--- src/rtl/sd4_pp_accumulator.sv ---
// SD4 partial-product accumulator: sums signed_pp << exp terms, emits result on last.
// Optional SD4_ACC_SAT_EN: clamp the accumulator on overflow instead of wrapping.
module sd4_pp_accumulator #(
  parameter int PP_W  = 5,
  parameter int EXP_W = 5,
  parameter int ACC_W = 32,
  parameter int CNT_W = 8
) (
  input  logic             clk,
  input  logic             rst_n,
  input  logic             in_valid,
  output logic             in_ready,
  input  logic [PP_W-1:0]  signed_pp,
  input  logic [EXP_W-1:0] exp,
  input  logic             in_last,
  output logic             out_valid,
  input  logic             out_ready,
  output logic [ACC_W-1:0] result,
  output logic [CNT_W-1:0] term_cnt,
  output logic             ovf
);

  // Exact term width plus one carry bit for the sum.
  localparam int TW = ACC_W + (1 << EXP_W);
  localparam int SW = TW + 1;

  localparam logic [0:0] S_ACCUM = 1'b0;
  localparam logic [0:0] S_HOLD  = 1'b1;

  logic [0:0]       r_state;
  logic [ACC_W-1:0] r_acc;
  logic [ACC_W-1:0] r_result;
  logic [CNT_W-1:0] r_cnt;
  logic             r_ovf;

  logic             w_accept;
  logic [SW-1:0]    w_pp_ext;
  logic [SW-1:0]    w_term;
  logic [SW-1:0]    w_acc_ext;
  logic [SW-1:0]    w_sum;
  logic [SW-ACC_W:0] w_hi;
  logic             w_ovf;
  logic [ACC_W-1:0] w_next_acc;
  logic [CNT_W-1:0] w_cnt_next;

  assign in_ready  = (r_state == S_ACCUM);
  assign out_valid = (r_state == S_HOLD);
  assign result    = r_result;
  assign term_cnt  = r_cnt;
  assign ovf       = r_ovf;

  assign w_accept  = in_valid & in_ready;

  // Exact sum: sign-extend both operands wide enough that no bit is lost.
  always_comb begin
    w_pp_ext  = {{(SW-PP_W){signed_pp[PP_W-1]}}, signed_pp};
    w_term    = w_pp_ext << exp;
    w_acc_ext = {{(SW-ACC_W){r_acc[ACC_W-1]}}, r_acc};
    w_sum     = w_acc_ext + w_term;
    // In range only if all bits from the ACC_W sign bit upward agree.
    w_hi      = w_sum[SW-1:ACC_W-1];
    w_ovf     = (|w_hi) & ~(&w_hi);
  end

  // Next accumulator value: clamp or wrap when the sum leaves the range.
  always_comb begin
    w_next_acc = w_sum[ACC_W-1:0];
`ifdef SD4_ACC_SAT_EN
    if (w_ovf) begin
      if (w_sum[SW-1])
        w_next_acc = {1'b1, {(ACC_W-1){1'b0}}};
      else
        w_next_acc = {1'b0, {(ACC_W-1){1'b1}}};
    end
`endif
  end

  // Term counter saturates at all-ones.
  always_comb begin
    w_cnt_next = r_cnt;
    if (!(&r_cnt))
      w_cnt_next = r_cnt + CNT_W'(1);
  end

  // Accumulate terms in ACCUM, hold the result until downstream takes it.
  always_ff @(posedge clk) begin
    if (!rst_n) begin
      r_state  <= S_ACCUM;
      r_acc    <= '0;
      r_result <= '0;
      r_cnt    <= '0;
      r_ovf    <= 1'b0;
    end else if (r_state == S_ACCUM) begin
      if (w_accept) begin
        r_acc <= w_next_acc;
        r_cnt <= w_cnt_next;
        r_ovf <= r_ovf | w_ovf;
        if (in_last) begin
          r_result <= w_next_acc;
          r_state  <= S_HOLD;
        end
      end
    end else begin
      if (out_ready) begin
        r_state <= S_ACCUM;
        r_acc   <= '0;
        r_cnt   <= '0;
        r_ovf   <= 1'b0;
      end
    end
  end

endmodule

--- config.mk ---
export PLATFORM = sky130hd
export DESIGN_NAME = sd4_pp_accumulator
export DESIGN_NICKNAME = d
export VERILOG_FILES = /design/src/rtl/sd4_pp_accumulator.sv
export SDC_FILE = /design/constraint.sdc
export NUM_CORES = 1
export LEC_CHECK = 0
export ABC_CLOCK_PERIOD_IN_PS = 6150
export CAP_MARGIN = 30
export CORE_ASPECT_RATIO = 2
export CORE_MARGIN = 2
export CORE_UTILIZATION = 50
export DETAILED_ROUTE_END_ITERATION = 6
export PLACE_DENSITY = 0.72
export SLEW_MARGIN = 20
export SYNTH_ARGS = -nofsm -noshare
export SYNTH_HDL_FRONTEND = slang
export SYNTH_SLANG_ARGS = --single-unit
--- constraint.sdc ---
create_clock -name clk -period 6.15 [get_ports clk]
set_clock_uncertainty 0.05 [all_clocks]
set_input_delay 1.23 -clock clk [delete_from_list [all_inputs] [get_ports clk]]
set_output_delay 1.23 -clock clk [all_outputs]
set_load 0.02 [all_outputs]
# Word-level counts from Yosys, hierarchy flattened
# Cells that the tools add are included.
[totals]
reg_bits = 74
latch_bits = 0
ram_bits = 0
rom_bits = 0
in_bits = 15
output_inout_bits = 43
n_memories = 0
[op_classes]
n_addsub = 2
mul = 0
div_mod_pow = 0
magnitude_cmp = 0
n_eq_ne = 2
shifts = 1
n_mux = 14
n_bitwise = 5
n_reduce_logical = 7
[op_table]
columns = ["op", "count"]
rows = [
  ["$mux W32", 3],
  ["$add A65 B65 Y65", 1],
  ["$shl A65 B5 Y65", 1],
  ["$reduce_and A34 Y1", 1],
  ["$reduce_or A34 Y1", 1],
  ["$mux W8", 4],
  ["$add A8 B1 Y8 const B", 1],
  ["$reduce_and A8 Y1", 1],
  ["$mux W1", 7],
  ["$reduce_and A3 Y1", 2],
  ["$ne A2 B2 Y1 const B", 2],
  ["$and A1 B1 Y1", 2],
  ["$not A1 Y1", 2],
  ["$reduce_and A2 Y1", 1],
  ["$reduce_bool A2 Y1", 1],
  ["$or A1 B1 Y1", 1],
]

# Logic depth before layout (Yosys ltp)
[logic_depth]
word_depth = 8
depth_mapped = 19

# Worst setup path before layout
# OpenSTA, ideal clock, no wires.
[synth_timing]
path_type = "in2reg"
startpoint = "input exp[0]"
endpoint = "register r_ovf, in the netlist ovf"
setup_time_ps = 138
arrival_time_ps = 4751
slack_ps = 1211
cell_stages = 16
n_path_buf = 2
path_cell_list = "clkbuf_1 -> mux4_2 -> a21oi_1 -> a21oi_1 -> ha_1 -> buf_2 -> a211oi_1 -> o21bai_1 -> a31oi_1 -> o21ai_0 -> a31o_2 -> nor2_2 -> mux2_2 -> and4_2 -> nor4_1 -> a211oi_1"
[synth_via]
elab_chain_cells = 8
[synth_lines]
columns = ["element", "line", "rtl"]
rows = [
  ["start: declaration", "14", "input logic [EXP_W-1:0] exp,"],
  ["$shl A65 B5 Y65 *", "57", "w_term = w_pp_ext << exp;"],
  ["$add A65 B65 Y65 *", "59", "w_sum = w_acc_ext + w_term;"],
  ["$reduce_and A34 Y1", "62", "w_ovf = (|w_hi) & ~(&w_hi);"],
  ["$not A1 Y1", "62", ""],
  ["$and A1 B1 Y1 *", "62", ""],
  ["$or A1 B1 Y1 *", "97", "r_ovf <= r_ovf | w_ovf;"],
  ["$mux W1 *", "94", "if (w_accept) begin"],
  ["$mux W1 *", "93", "end else if (r_state == S_ACCUM) begin"],
  ["end signal: assignment", "97", ""],
  ["end: declaration", "34", "logic r_ovf;"],
]
# Mark *: on every way between the ends. The rest lies on a longest branch, timed or not. The select of a mux whose other input is x is not followed.
# A chain may end at the register's enable or synchronous reset.

# Worst setup path after layout
# Same ends and word-level chain as after synthesis.

==> run metrics <==
status=finished, final reports clean; final period utilization=88.68%; Clock transition at path regs=60 ps; Reg2Reg Depth=14; slowest cell delay on critical path=680 ps; r2r startpoint=r_acc[0]; slowest cell on the critical path=clkdlybuf4s50_1; Worst setup startpoint=exp[0]; Slew Limit Headroom=36.95%; worst hold start=result[14]; GPL Wtd Cong=0.9604; Area Overhead vs Synth=18.70%; share of cells above drive strength 1=7.880%; Syn Area/Cell=7.803 µm²; Total Wirelength=15.01 mm; top post-synthesis cells by count=97 x nand2_1, 74 x dfxtp_1, 47 x a21oi_1, 43 x nor2_1, 41 x nor2b_1; Period minus WS final=5454 ps; Final Power=1.606 mW; crit-path cells=clkdlybuf4s50_1, mux4_2, a21oi_1, a21oi_1, ha_1, a211oi_1, o21bai_1, a31oi_1, o21ai_0, a31o_2, nor2_2, mux2_2, and4_2, nor4_1, a211oi_1; number of global-route vias before repair=4960; startpoint types=input pin; crit path DAT=5630 ps; dpl hpwl=11.36 mm; Core Region=10540 µm²; IO Pins=58; Ant. Diodes=0; nets=784; Reg-to-Reg End=ovf; endpoint class of the critical path=flip-flop; cts repair resizes=0; GR peak layer=met2; Worst-Skew Late Latency=340 ps; EDFF count, synth=0; Rows=53; Global Route Usage Sum=26.09%; Main synth FF type=dfxtp_1; met2 Usage GRT=49.13%; drt wl/cell=17.19 µm; Slew Viols, Final=0; Switch Pwr=514.5 µW; CP Buf/Inv Count=1; Max Cap Violations=0; Final Hold Fails=0; leakage power=2.583 nW; Setup-failing EPs final=0; count of cell types in the netlist=68; cell accounting for the most synthesized area=dfxtp_1; Worst R2R Setup Slack=2990 ps; Final Util=60.88%; register share of total power=33.3%; unrepaired setup endpoints after global routing=no; fmax=183.4 MHz; via count=5215; register area share after synthesis=27.39%; die width=77.54 µm; clock sink count=74; clock power share=37.0%; Hold/Removal Path Class=flip-flop to flip-flop; TritonRoute pass-1 iters=5; syn_nets=746; hold depth=2; die area=11710 µm²; antenna-violating nets left=0; IO Port Bufs=57; TritonCTS clock tree=built; clock buffer count from CTS=9; CTS H-Tree Depth=3; pre-CTS setup slack=432.0 ps; first-pass GRT wire length=24.21 mm; # Post-CTS Setup Buffers=0; setup slack after layout=696.4 ps; DRC=0; met3 Usage GRT=3.159%; most numerous cell in the Yosys netlist=nand2_1; Post-Syn Area=5408 µm²; asr flop ratio synth=0%; GRT overflow=0; warnings from Yosys=0; via density per instance=5.974; WP data required=6320 ps; Initial Util=51.29%; Die Y=151.1 µm; Fin Setup TNS=0 ps; share of the synthesized area in the top cell type=27.39%; initial antenna violation count=0; cell count after synthesis=693; Hold Path End=result[14]; synth top area cells=dfxtp_1 27%, ha_1 8.6%, nand2_1 6.7%; internal power=1.091 mW; highest net fanout along the worst path=10; cell chosen for the clock root=clkbuf_16; Net Sw Frac=32.05%; Fin Hold WS=411.6 ps; Gate power share=29.7%; Max Root-Sink Buffers=2; WS Path Type=input pin to flip-flop; CP top delay family=compound AO/OA/AOI/OAI gates; Slew @ Worst Pin=943.8 ps; Cell Pwr Density=250.1 nW/µm²; flops & latches, synth=74; global routing usage on met1=28.56%; maximum VDD drop=179.0 µV; hold buffers post-CTS=0; largest net degree at the start of global routing=78; DR iter-0 viols=286
==> power groups by stage <==
stage / clock, mW / sequential [mW] / combinational, mW
3_5_place_dp: 0 / 0.545 / 0.467
3_3_place_gp: 0 / 0.545 / 0.459
4_1_cts: 0.602 / 0.535 / 0.469
2_1_floorplan: 0 / 0.556 / 0.323
6_report: 0.594 / 0.535 / 0.477
5_1_grt: 0.620 / 0.539 / 0.521
==> logic make-up (layout without fill, tap and decap cells) <==
logic type                 after synthesis  count (layout)  share of synthesized area [%]
AOI/OAI and AO/OA                      207             207                          25.61
xor gates and xnor gates                33              33                          5.345
adders and majority gates               38              38                          8.931
buffers and inverters                   52              95                          3.980
DFF                                     74              74                          27.39
muxes                                   15              15                          3.147
and+or+nand+nor                        274             274                          25.59
==> through the flow <==
stage,cell area (µm²),instances
floorplan,5408,693
global placement,6053,856
detailed placement,6053,856
CTS,6391,872
global route,6419,873
finish,6419,873
==> worst min-delay path, stage by stage, from the launching register on <==
cell	delay, ps
dfxtp_1	310
nand2_1	40
a21boi_0	60
==> how the worst max path moves through the flow <==
stage          slack (ps)        end  cells after the start
5_1_grt               400  r_acc[29]                     15
4_1_cts               770  r_acc[29]                     15
3_3_place_gp          520  r_acc[29]                     18
2_1_floorplan        1210        ovf                     16
6_report              700        ovf                     15
3_5_place_dp          430  r_acc[29]                     15
==> registers in the layout, summed over array words and instances (netlist names) <==
name,cells
r_acc,32
result,32
term_cnt,8
ovf,1
out_valid,1
==> final cells by class <==
type / count / area, µm²
sequential: 74 / 1481
clock inverter: 5 / 85.08
timing repair buffer: 65 / 645.6
tap: 137 / 171.4
fill: 955 / 4125
clock buffer: 11 / 252.7
inverter: 14 / 52.55
multi-input combinational: 567 / 3730
==> cells in the final DEF, fill, tap and decap left out, types with 14 or more instances in the layout <==
cell type	synthesis	layout
a22oi_1	27	27
nor2b_1	41	40
ha_1	37	37
a21oi_1	47	46
nand3_1	18	18
nand2_1	97	97
inv_1	14	14
nor2_1	43	43
clkdlybuf4s50_1	0	56
xnor2_1	20	20
a21boi_0	24	24
dfxtp_1	74	74
o21ai_0	35	35
and2_1	15	15
a21o_1	14	14
==> metal layers <==
layer	part of all wire, %	wire (µm)
met1	40	6023
met2	53	7959
met3	3.5	529
met4	3.3	494
met5	0	0
(Power assumes the default switching activity.)
